`config.mk`:
```
export PLATFORM = sky130hd
export DESIGN_NAME = display_arbiter_ctrl_flat
export DESIGN_NICKNAME = d
export VERILOG_FILES = /design/src/rtl/display_arbiter_ctrl_if.sv /design/src/rtl/display_arbiter_ctrl.sv /design/src/flat_wrapper.sv
export SDC_FILE = /design/constraint.sdc
export NUM_CORES = 1
export LEC_CHECK = 0
export BUFFER_PORTS_ARGS = -buffer_cell sky130_fd_sc_hd__buf_2
export CELL_PAD_IN_SITES_DETAIL_PLACEMENT = 1
export CELL_PAD_IN_SITES_GLOBAL_PLACEMENT = 2
export CORE_MARGIN = 3
export CORE_UTILIZATION = 32
export CTS_CLUSTER_DIAMETER = 200
export CTS_CLUSTER_SIZE = 12
export DETAILED_ROUTE_END_ITERATION = 10
export GPL_ROUTABILITY_DRIVEN = 1
export GPL_TIMING_DRIVEN = 0
export PLACE_DENSITY = 0.86
export SLEW_MARGIN = 20
export SYNTH_ARGS = -nofsm -noshare
export SYNTH_HDL_FRONTEND = slang
export SYNTH_SLANG_ARGS = --single-unit
export TNS_END_PERCENT = 20
```
`constraint.sdc`:
```
create_clock -name clk -period 2.2 [get_ports clk]
set_input_delay 0.33 -clock clk [delete_from_list [all_inputs] [get_ports clk]]
set_output_delay 0.33 -clock clk [all_outputs]
set_load 0.1 [all_outputs]
```
`src/rtl/display_arbiter_ctrl_if.sv`:
```
// Request/ack handshake and display outputs shared by the two display sources,
// the arbiter and the 7-segment decoders.
interface display_arbiter_ctrl_if;
  logic        cpu_req;
  logic [31:0] cpu_data;
  logic        cpu_ack;
  logic        dbg_req;
  logic [31:0] dbg_data;
  logic        dbg_ack;
  logic        busy;
  logic        done;
  logic        src;
  logic [3:0]  digit0;
  logic [3:0]  digit1;
  logic [3:0]  digit2;
  logic [3:0]  digit3;
  logic [3:0]  digit4;

  modport master (
    output cpu_req, cpu_data, dbg_req, dbg_data,
    input  cpu_ack, dbg_ack, busy, done, src,
    input  digit0, digit1, digit2, digit3, digit4
  );

  modport slave (
    input  cpu_req, cpu_data, dbg_req, dbg_data,
    output cpu_ack, dbg_ack, busy, done, src,
    output digit0, digit1, digit2, digit3, digit4
  );
endinterface

```
`src/rtl/display_arbiter_ctrl.sv`:
```
// Arbitrates CPU and debug display requests and converts the granted 32-bit
// value to five BCD digits with a serial double-dabble, or shows 'E' on overflow.
module display_arbiter_ctrl #(
  parameter logic [31:0] MAX_VALUE = 32'd99999,
  parameter int unsigned CONV_BITS = 17
) (
  input logic                   clk,
  input logic                   rst_n,
  display_arbiter_ctrl_if.slave bus
);

  localparam int unsigned BCD_W     = 20;
  localparam int unsigned NIBBLES   = BCD_W / 4;
  localparam int unsigned CNT_W     = $clog2(CONV_BITS + 1);
  localparam logic [CNT_W-1:0] LAST_STEP = CNT_W'(CONV_BITS - 1);
  localparam logic [3:0] DIGIT_ERR   = 4'd14;
  localparam logic [3:0] DIGIT_BLANK = 4'd15;

  typedef enum logic [1:0] {
    IDLE = 2'd0,
    CONV = 2'd1,
    DONE = 2'd2
  } state_t;

  state_t               state;
  logic [31:0]          cap;
  logic [CONV_BITS-1:0] sh;
  logic [BCD_W-1:0]     bcd;
  logic [CNT_W-1:0]     cnt;
  logic                 ack_pend;
  logic                 gnt_src;
  logic                 last_dbg;

  logic                 req_any_c;
  logic                 gnt_src_c;
  logic [31:0]          gnt_data_c;
  logic [BCD_W-1:0]     bcd_adj_c;

  // Ties go to the source that did not win last time.
  assign req_any_c  = bus.cpu_req | bus.dbg_req;
  assign gnt_src_c  = (bus.cpu_req && bus.dbg_req) ? ~last_dbg : bus.dbg_req;
  assign gnt_data_c = gnt_src_c ? bus.dbg_data : bus.cpu_data;

  // Double-dabble correction: every nibble >= 5 gets +3 before the shift.
  always_comb begin
    bcd_adj_c = bcd;
    for (int i = 0; i < NIBBLES; i++) begin
      if (bcd[i*4 +: 4] >= 4'd5) begin
        bcd_adj_c[i*4 +: 4] = bcd[i*4 +: 4] + 4'd3;
      end
    end
  end

  always_ff @(posedge clk or negedge rst_n) begin
    if (!rst_n) begin
      state       <= IDLE;
      cap         <= '0;
      sh          <= '0;
      bcd         <= '0;
      cnt         <= '0;
      ack_pend    <= 1'b0;
      gnt_src     <= 1'b0;
      last_dbg    <= 1'b1;
      bus.cpu_ack <= 1'b0;
      bus.dbg_ack <= 1'b0;
      bus.busy    <= 1'b0;
      bus.done    <= 1'b0;
      bus.src     <= 1'b0;
      bus.digit0  <= DIGIT_BLANK;
      bus.digit1  <= DIGIT_BLANK;
      bus.digit2  <= DIGIT_BLANK;
      bus.digit3  <= DIGIT_BLANK;
      bus.digit4  <= DIGIT_BLANK;
    end else begin
      // The ack trails the capture edge by one cycle.
      bus.cpu_ack <= ack_pend & ~gnt_src;
      bus.dbg_ack <= ack_pend &  gnt_src;
      ack_pend    <= 1'b0;
      bus.done    <= 1'b0;
      bus.busy    <= (state != IDLE);

      unique case (state)
        IDLE: begin
          if (req_any_c) begin
            state    <= CONV;
            cap      <= gnt_data_c;
            sh       <= gnt_data_c[CONV_BITS-1:0];
            bcd      <= '0;
            cnt      <= '0;
            ack_pend <= 1'b1;
            gnt_src  <= gnt_src_c;
            last_dbg <= gnt_src_c;
          end
        end

        CONV: begin
          if (cnt == '0 && cap > MAX_VALUE) begin
            state      <= IDLE;
            bus.done   <= 1'b1;
            bus.src    <= gnt_src;
            bus.digit0 <= DIGIT_ERR;
            bus.digit1 <= DIGIT_ERR;
            bus.digit2 <= DIGIT_ERR;
            bus.digit3 <= DIGIT_ERR;
            bus.digit4 <= DIGIT_ERR;
          end else begin
            bcd <= {bcd_adj_c[BCD_W-2:0], sh[CONV_BITS-1]};
            sh  <= {sh[CONV_BITS-2:0], 1'b0};
            cnt <= cnt + CNT_W'(1);
            if (cnt == LAST_STEP) begin
              state <= DONE;
            end
          end
        end

        DONE: begin
          state      <= IDLE;
          bus.done   <= 1'b1;
          bus.src    <= gnt_src;
          bus.digit0 <= bcd[3:0];
          bus.digit1 <= bcd[7:4];
          bus.digit2 <= bcd[11:8];
          bus.digit3 <= bcd[15:12];
          bus.digit4 <= bcd[19:16];
        end

        default: begin
          state <= IDLE;
        end
      endcase
    end
  end

endmodule

```
`src/flat_wrapper.sv`:
```
// flat-port wrapper written by rule: the top's interface ports become plain ports
module display_arbiter_ctrl_flat 
#(
  parameter logic [31:0] MAX_VALUE = 32'd99999,
  parameter int unsigned CONV_BITS = 17
)
  (clk, rst_n, bus_cpu_req, bus_cpu_data, bus_dbg_req, bus_dbg_data, bus_cpu_ack, bus_dbg_ack, bus_busy, bus_done, bus_src, bus_digit0, bus_digit1, bus_digit2, bus_digit3, bus_digit4);
  display_arbiter_ctrl_if bus_i ();
  input logic clk;
  input logic rst_n;
  input wire logic [$bits(bus_i.cpu_req)-1:0] bus_cpu_req;
  input wire logic [$bits(bus_i.cpu_data)-1:0] bus_cpu_data;
  input wire logic [$bits(bus_i.dbg_req)-1:0] bus_dbg_req;
  input wire logic [$bits(bus_i.dbg_data)-1:0] bus_dbg_data;
  output wire logic [$bits(bus_i.cpu_ack)-1:0] bus_cpu_ack;
  output wire logic [$bits(bus_i.dbg_ack)-1:0] bus_dbg_ack;
  output wire logic [$bits(bus_i.busy)-1:0] bus_busy;
  output wire logic [$bits(bus_i.done)-1:0] bus_done;
  output wire logic [$bits(bus_i.src)-1:0] bus_src;
  output wire logic [$bits(bus_i.digit0)-1:0] bus_digit0;
  output wire logic [$bits(bus_i.digit1)-1:0] bus_digit1;
  output wire logic [$bits(bus_i.digit2)-1:0] bus_digit2;
  output wire logic [$bits(bus_i.digit3)-1:0] bus_digit3;
  output wire logic [$bits(bus_i.digit4)-1:0] bus_digit4;
  assign bus_i.cpu_req = bus_cpu_req;
  assign bus_i.cpu_data = bus_cpu_data;
  assign bus_i.dbg_req = bus_dbg_req;
  assign bus_i.dbg_data = bus_dbg_data;
  assign bus_cpu_ack = bus_i.cpu_ack;
  assign bus_dbg_ack = bus_i.dbg_ack;
  assign bus_busy = bus_i.busy;
  assign bus_done = bus_i.done;
  assign bus_src = bus_i.src;
  assign bus_digit0 = bus_i.digit0;
  assign bus_digit1 = bus_i.digit1;
  assign bus_digit2 = bus_i.digit2;
  assign bus_digit3 = bus_i.digit3;
  assign bus_digit4 = bus_i.digit4;
  display_arbiter_ctrl #(.MAX_VALUE(MAX_VALUE), .CONV_BITS(CONV_BITS)) u_core (.clk(clk), .rst_n(rst_n), .bus(bus_i));
endmodule
```
==> results_dict.tcl, run 1 <==
set metrics [dict create \
    status "complete, but fails checks" \
    failed_checks "setup timing" \
    antenna_found_initial 0 \
    cp_max_fo 10 \
    drv_slew 0 \
    powerDensity_nw_per_um2 1610 \
    cts_buffers 9 \
    track_usage 0.176 \
    dp_hpwl_mm 11.2 \
    min_path_type "in2reg" \
    cts_max_level 3 \
    core_um2 15500 \
    cts-root-buf "clkbuf_16" \
    relSlewSlack 0.569 \
    cts_tree "done" \
    p_comb_frac 0.545 \
    synth_ff_type "dfrtp_1" \
    rsz0062_at_grt "yes" \
    ys_warn_count 0 \
    fin_nets 722 \
    fmax_mhz 445 \
    synth_edf_count 0 \
    synth_area_um2 5180 \
    initialDrtViolationCount 267 \
    startpoint_type "register" \
    setup_viol 18 \
    grt_pass1_wl_mm 25.2 \
    area_growth_pct 27.4 \
    ys_async_sr_fraction 1.00 \
    timing.final.ws_setup_ns -0.0482 \
    synth_top_area_cell "dfrtp_1" \
    dieHeight_um 133 \
    drt_first_pass_iters 4 \
    r2r_cells 10 \
    worstMarginPinSlew_ns 0.638 \
    insertion_delay_ns 0.35 \
    worst_ir_drop_vdd_uv 623 \
    syn_inst 521 \
    multiInputGateArea_um2 2420 \
    switching_share 0.462 \
    avgSynthCellArea_um2 9.94 \
    cp.arrival_ns 2.48 \
    port_buffers 92 \
    diodes 0 \
    routed_wl_mm 15.5 \
    cap_violations 0 \
    drc 0 \
    worstSetupPathType "reg2reg" \
    gp_congestion 0.813 \
    seqPwrFrac 0.299 \
    yosys-top-cells-area "dfrtp_1 (40%), dfstp_2 (11%), mux2i_1 (7.1%)" \
    design.die.area_um2 17800 \
    cts_sinks 104 \
    rows 45 \
    layout-drive-gt1-share 0.312 \
    yosysTopAreaCellShare 0.401 \
    holdPathStages 2 \
    hold_slack_ns 0.204 \
    p_leak_nw 2.88 \
    required_ns 2.43 \
    overflow 0 \
    finalCriticalPeriod_ns 2.25 \
    internal-power_mw 5.71 \
    die_w_um 133 \
    grt_max_degree 54 \
    boundaryPins 93 \
    clk_pin_slew_ns 0.07 \
    yosys_register_bits 104 \
    power.total_mw 10.6 \
    ys_seq_area_frac 0.507 \
    clockBufferDepth 2 \
    finalCritPeriodShare 1.02 \
    postRouteAntennaNets 0 \
    fillers 1810 \
    vias 4465 \
    fin_skew_ns 0.00839 \
    hold_violations 0 \
    wl_per_cell_um 18.1 \
    power.switching_mw 4.90 \
    endpoint_kind "register" \
    syn-num-nets 604 \
    regArea_um2 2630 \
    drt-vias-per-instance 5.22 \
    grt_pass1_vias 4758 \
    pwr-share-clk 0.156 \
    start_util 0.333 \
    synth_cell_type_count 45 \
]
final timing paths:
kind	end	slack (ns)	startpoint
max reg2reg	u_core.sh[5]	-0.05	u_core.cnt[0]
max	u_core.sh[5]	-0.05	u_core.cnt[0]
min reg2reg	u_core.bus.digit2[0]	0.47	u_core.bus.digit2[0]
max in group asynchronous	u_core.bus.digit2[2]	1.02	rst_n
min	u_core.last_dbg	0.20	bus_cpu_req
min in group asynchronous	u_core.sh[11]	0.49	rst_n
metal layers:
layer	vias to the layer above	part of all wire	GRT usage	routed length, µm
met5	-	0	0	0
met4	0	0.014	0.0497	223
met3	20	0.043	0.0321	669
met2	89	0.50	0.294	7680
met1	2288	0.45	0.235	6900
li1	2068	-	-	-
logic make-up (layout without fill, tap and decap cells):
family	Yosys count	after routing	synth area share
multiplexers	54	54	0.108
flip-flops	104	104	0.507
XOR/XNOR	9	9	0.0152
AND/OR/NAND/NOR	128	128	0.113
adder cells (fa/ha/maj)	15	15	0.0362
buffers and inverters	67	190	0.0519
AO/OA/AOI/OAI	144	144	0.167
repair_timing:
action	CTS	global route
gates cloned	0	2
setup buffers	8	4
resized for setup	34	33
hold buffers	1	0
endpoints found under the hold margin	43	0
endpoints found under the setup margin	65	59
pin swaps	3	15
layout by cell type (no fill, tap or decap), types with 6 or more instances in the layout:
cell       instances
buf_2             94
dfrtp_1           83
nand2_1           73
o21ai_0           63
mux2i_1           37
inv_1             32
dfstp_2           21
clkbuf_1          20
a21oi_1           19
nand3_1           17
mux2_2            17
a41oi_1           14
buf_4             13
ha_1              13
clkbuf_16         11
xnor2_1            9
buf_6              8
o21ai_2            7
nor2_1             6
o22ai_1            6
metrics by stage:
step,utilization,TNS [ns],instances,worst slack [ns],instance area (µm²)
global route,0.425,-3.50,855,-0.123,6600
CTS,0.413,-0.258,850,-0.0258,6420
detailed placement,0.382,-21.25,825,-0.481,5940
floorplan,-,0,521,0.186,5180
global placement,0.380,-45.68,824,-0.429,5900
finish,0.425,-0.498,855,-0.0482,6600
power groups by stage:
stage	registers, mW	logic, mW	clock network, mW
after global placement	3.13	4.74	0
after floorplan	4.18	2.59	0
after global routing	3.27	6.27	1.78
after detailed placement	3.18	4.90	0
after CTS	3.15	5.40	1.70
final	3.18	5.78	1.65
synthesized netlist by cell type, types with 14 or more instances:
master and count:
mux2i_1 37, dfstp_2 21, ha_1 15, o21ai_0 69, nand2_1 76, dfrtp_1 83, a41oi_1 15, buf_2 14
inv_1 32, clkbuf_1 20, nand3_1 17, a21oi_1 24, mux2_2 17
flip-flops by register name, summed over array words and instances, names as in the netlist:
| signal | count |
|---|---|
| u_core.bus.digit0 | 4 |
| u_core.gnt_src | 1 |
| u_core.bus.busy | 1 |
| u_core.bus.digit1 | 4 |
| u_core.bus.digit4 | 4 |
| u_core.last_dbg | 1 |
| u_core.bus.dbg_ack | 1 |
| u_core.bus.src | 1 |
| u_core.bus.digit2 | 4 |
| u_core.bus.cpu_ack | 1 |
| u_core.bus.digit3 | 4 |
| u_core.bcd | 20 |
| u_core.sh | 17 |
| u_core.state | 2 |
| u_core.cnt | 5 |
| u_core.cap | 32 |
| u_core.bus.done | 1 |
| u_core.ack_pend | 1 |
layout make-up:
| cell class | count | area share |
|---|---|---|
| buffer | 34 | 0.0322 |
| clock buffer | 14 | 0.0400 |
| clock inverter | 2 | 0.00569 |
| inverter | 32 | 0.0182 |
| multi-input combinational | 350 | 0.367 |
| sequential | 104 | 0.398 |
| tap | 211 | 0.0400 |
| timing repair buffer | 108 | 0.0982 |
worst max-delay path: stages, from the launching register on:
cell	delay [ns]
dfrtp_1	0.40
inv_1	0.07
ha_2	0.18
nor4b_4	0.18
buf_4	0.17
nand2_2	0.06
a31o_4	0.23
o211ai_4	0.26
nand2_2	0.12
buf_6	0.17
mux2_2	0.28
(Power assumes the default switching activity.)
==> run 2: changes to the inputs <==
Settings changed: RECOVER_POWER from default to 50.
==> results_dict.tcl, run 2 (synthesis results as in run 1) <==
set metrics [dict create \
    critPathLaunch "u_core.cnt[0]" \
    area_growth_pct 27.0 \
    status "complete, but fails checks" \
    overflow 0 \
    cp.arrival_ns 2.48 \
    placed_area_um2 5940 \
    relSlewSlack 0.134 \
    port_buffers 92 \
    drv_slew 0 \
    fmax_mhz 444 \
    cts_buffers 9 \
    postRouteAntennaNets 0 \
    timing.final.ws_setup_ns -0.0507 \
    clk_pin_slew_ns 0.07 \
    fillers 1814 \
    cap_violations 0 \
    cp_max_fo 10 \
    finalCritPeriodShare 1.02 \
    cts-root-buf "clkbuf_16" \
    start_util 0.333 \
    gp_congestion 0.813 \
    setup_viol 20 \
    antenna_found_initial 0 \
    core_um2 15500 \
    startpoint_type "register" \
    final_cell_mix "buf_2 (94), dfrtp_1 (83), nand2_1 (73), o21ai_0 (63), mux2i_1 (37)" \
    final_common_cell "buf_2" \
    worstSetupPathType "reg2reg" \
    min_from "bus_cpu_req" \
    insertion_delay_ns 0.35 \
    largest_reg_flops 32 \
    grt_pass1_vias 4758 \
    r2r_cells 10 \
    wl_per_cell_um 18.1 \
    final_util 0.423 \
    grt_max_degree 54 \
    min_path_type "in2reg" \
    clockBufferDepth 2 \
    worstMarginPinSlew_ns 1.30 \
    hold_violations 0 \
    required_ns 2.43 \
    diodes 0 \
    rsz0062_at_grt "yes" \
    r2r-start "u_core.cnt[0]" \
    layout-drive-gt1-share 0.312 \
    dieHeight_um 133 \
    drt-vias-per-instance 5.20 \
    holdPathStages 2 \
    regMostFlops "u_core.cap" \
    failed_checks "setup timing" \
    worst_ir_drop_vdd_uv 622 \
    grt_pass1_wl_mm 25.2 \
    endpoint_kind "register" \
    routed_wl_mm 15.5 \
    cts_tree "done" \
    fin_area_um2 6580 \
    drc 0 \
    cts_sinks 104 \
    r2r-end "u_core.sh[5]" \
    vias 4448 \
    drt_first_pass_iters 4 \
    fin_skew_ns 0.00943 \
    finalCriticalPeriod_ns 2.25 \
    rows 45 \
    initialDrtViolationCount 315 \
    boundaryPins 93 \
    die_w_um 133 \
    reg2reg_setup_slack_ns -0.05 \
    cts_max_level 3 \
    p_leak_nw 2.87 \
    top_regs "u_core.cap x32, u_core.bcd x20, u_core.sh x17" \
    fin_nets 722 \
    dp_hpwl_mm 11.2 \
    powerDensity_nw_per_um2 1610 \
    min_to "u_core.last_dbg" \
    design.die.area_um2 17800 \
    track_usage 0.176 \
]
[run 2: cell type report]
type	count	area, µm²	share of cell area
Clock buffer	14	264	0.0401
Inverter	32	120	0.0183
Timing Repair Buffer	108	626	0.0951
Sequential cell	104	2630	0.400
Buffer	34	213	0.0323
Multi-Input combinational cell	350	2420	0.369
Tap cell	211	264	0.0401
Clock inverter	2	37.5	0.00571
[run 2: metal layers]
layer / global-route usage / share of wire / vias to the layer above
met5: 0 / 0 / -
met2: 0.294 / 0.50 / 91
met1: 0.235 / 0.44 / 2272
li1: - / - / 2068
met4: 0.0497 / 0.012 / 0
met3: 0.0321 / 0.040 / 17
[run 2: repair_timing]
action / 4_1_cts / 5_1_grt
cloned: 0 / 2
hold buffers: 1 / 0
hold endpoints to repair: 43 / 0
gates resized for setup: 34 / 33
buffers inserted: 8 / 4
pin swaps: 3 / 15
setup endpoints to repair: 65 / 59
[run 2: worst max-delay path, cell delays in order, from the launching register on]
cell      delay, ns
dfrtp_1        0.40
inv_1          0.07
ha_2           0.18
nor4b_4        0.18
buf_4          0.17
nand2_2        0.06
a31o_4         0.23
o211ai_4       0.26
nand2_2        0.12
buf_6          0.17
mux2_2         0.28
[run 2: worst max-delay path by stage]
stage | slack [ns] | cells after the start | to
final | -0.05 | 10 | u_core.sh[5]
after CTS | -0.03 | 10 | u_core.sh[5]
after detailed placement | -0.48 | 10 | u_core.cnt[1]
after global placement | -0.43 | 10 | u_core.cnt[1]
after floorplan | 0.19 | 10 | u_core.bcd[0]
after global routing | -0.12 | 8 | u_core.bcd[3]
[run 2: per-stage QoR]
stage | setup TNS [ns] | hold slack [ns] | total power, mW | std cells | setup WS (ns)
after floorplan | 0 | 0.0344 | 6.76 | 521 | 0.186
after global placement | -45.68 | 0.451 | 7.87 | 824 | -0.429
after detailed placement | -21.25 | 0.313 | 8.08 | 825 | -0.481
after CTS | -0.258 | 0.179 | 10.2 | 850 | -0.0258
after global routing | -4.15 | 0.189 | 11.3 | 855 | -0.123
final | -0.550 | 0.205 | 10.6 | 855 | -0.0507
[run 2: report_power, final]
group / switching, mW / internal, mW / total, mW
sequential: 0.463 / 2.71 / 3.18
combinational: 3.74 / 2.04 / 5.77
clock: 0.706 / 0.947 / 1.65
total: 4.90 / 5.70 / 10.6
==> run 3: changes to the inputs <==
Settings changed: GPL_TIMING_DRIVEN 0 to default.
==> results_dict.tcl, run 3 (synthesis results as in run 1) <==
set metrics [dict create \
    cp_max_fo 16 \
    finalCritPeriodShare 0.951 \
    drv_slew 0 \
    tns_ns 0 \
    top_regs "u_core.cap x32, u_core.bcd x20, u_core.sh x17" \
    routed_wl_mm 13.8 \
    fin_skew_ns 0.00706 \
    drc 0 \
    hold_slack_ns 0.273 \
    endpoint_kind "register" \
    cts_sinks 104 \
    pwr-share-clk 0.171 \
    cts_buffers 9 \
    relSlewSlack 0.215 \
    start_util 0.333 \
    finalCriticalPeriod_ns 2.09 \
    r2r-end "u_core.cnt[2]" \
    cap_violations 0 \
    min_from "bus_cpu_data[19]" \
    worst_ir_drop_vdd_uv 768 \
    switching_share 0.457 \
    drt-vias-per-instance 4.99 \
    gr-usage-met3 0.0257 \
    clk_pin_slew_ns 0.07 \
    grt_pass1_vias 4554 \
    internal-power_mw 5.42 \
    status "completed" \
    dieHeight_um 133 \
    insertion_delay_ns 0.34 \
    grtUsageMet2 0.269 \
    die_w_um 133 \
    p_leak_nw 2.83 \
    track_usage 0.161 \
    startpoint_type "register" \
    core_um2 15500 \
    post-place-ws_ns -0.0220 \
    regMostFlops "u_core.cap" \
    worstSetupPathType "reg2reg" \
    worstMarginPinSlew_ns 1.18 \
    min_to "u_core.cap[19]" \
    fin_nets 702 \
    required_ns 2.43 \
    wl_per_cell_um 16.5 \
    timing.final.ws_setup_ns 0.108 \
    grt_pass1_wl_mm 23.5 \
    final_common_cell "buf_2" \
    cp.arrival_ns 2.32 \
    largest_reg_flops 32 \
    grt_max_degree 67 \
    vias 4164 \
    power.switching_mw 4.56 \
    setup_viol 0 \
    hold_violations 0 \
    power.total_mw 9.98 \
    initialDrtViolationCount 197 \
    antenna_found_initial 0 \
    holdPathStages 3 \
    min_path_type "in2reg" \
    cts_tree "done" \
    reg2reg_setup_slack_ns 0.11 \
    grtUsageMet1 0.217 \
    grt.busiest_layer "met2" \
    diodes 0 \
    postRouteAntennaNets 0 \
    fillers 1795 \
    drt_first_pass_iters 5 \
    r2r_cells 9 \
    final_cell_mix "buf_2 (87), dfrtp_1 (83), nand2_1 (76), o21ai_0 (68), mux2i_1 (37)" \
    clockBufferDepth 2 \
    overflow 0 \
    cts_max_level 3 \
    design.die.area_um2 17800 \
    dp_hpwl_mm 10.1 \
    seqPwrFrac 0.316 \
    fmax_mhz 478 \
    powerDensity_nw_per_um2 1560 \
    layout-drive-gt1-share 0.292 \
    boundaryPins 93 \
    r2r-start "u_core.cnt[0]" \
    p_comb_frac 0.513 \
    gp_congestion 0.830 \
    cts-root-buf "clkbuf_16" \
    rows 45 \
    port_buffers 92 \
    area_growth_pct 23.7 \
]
run 3: cell types whose count changed in the layout (fill, tap and decap cells not counted), sizes merged:
cell	before	now
clkbuf	37	20
buf	118	111
clkinv	0	4
bufinv	1	2
clkinvlp	1	0
run 3: layout make-up:
| cell class | count | area, µm² | share of cell area |
|---|---|---|---|
| timing repair buffer | 122 | 713 | 0.111 |
| clock inverter | 6 | 83.8 | 0.0131 |
| clock buffer | 10 | 229 | 0.0357 |
| sequential | 104 | 2630 | 0.410 |
| multi-input combinational | 350 | 2370 | 0.370 |
| inverter | 32 | 120 | 0.0187 |
| tap | 211 | 264 | 0.0412 |
run 3: through the flow:
stage | instances | cell area (µm²) | util
after global routing | 835 | 6410 | 0.412
after global placement | 818 | 6060 | 0.390
after floorplan | 521 | 5180 | -
after CTS | 835 | 6390 | 0.411
final | 835 | 6410 | 0.412
after detailed placement | 818 | 6060 | 0.390
run 3: worst max-delay path: stages (launching register included):
cell      delay, ns
dfrtp_1        0.39
inv_1          0.06
ha_1           0.16
nor4b_4        0.22
nand2_1        0.09
a31o_2         0.26
o211ai_4       0.21
buf_4          0.26
nor3b_1        0.08
a211o_1        0.26
run 3: metal layers:
| layer | routed length, µm | share of wire | vias to the layer above |
|---|---|---|---|
| li1 | - | - | 2033 |
| met1 | 6330 | 0.46 | 2075 |
| met2 | 6990 | 0.51 | 49 |
| met3 | 350 | 0.025 | 7 |
| met4 | 114 | 0.0083 | 0 |
| met5 | 0 | 0 | - |
run 3: power groups by stage:
| stage | combinational [mW] | sequential, mW | clock (mW) |
|---|---|---|---|
| 2_1_floorplan | 2.59 | 4.18 | 0 |
| 3_3_place_gp | 4.90 | 3.12 | 0 |
| 3_5_place_dp | 5.10 | 3.16 | 0 |
| 4_1_cts | 5.13 | 3.13 | 1.74 |
| 5_1_grt | 5.63 | 3.25 | 1.81 |
| 6_report | 5.12 | 3.16 | 1.70 |
run 3: worst max-delay path by stage:
stage,start,slack [ns],endpoint,cells after the start
floorplan,u_core.cnt[0],0.19,u_core.bcd[0],10
global placement,u_core.cnt[0],0.05,u_core.bcd[0],9
detailed placement,u_core.cnt[0],-0.02,u_core.bcd[0],9
CTS,u_core.cap[21],0.05,u_core.bcd[16],6
global route,u_core.cnt[0],-0.04,u_core.cnt[2],9
finish,u_core.cnt[0],0.11,u_core.cnt[2],9
run 3: what timing repair did:
action / 4_1_cts / 5_1_grt
resized for setup: 2 / 12
hold endpoints to repair: 33 / 0
pin swaps: 0 / 4
hold buffers: 1 / 0
setup endpoints to repair: 4 / 48
buffers inserted: 0 / 0
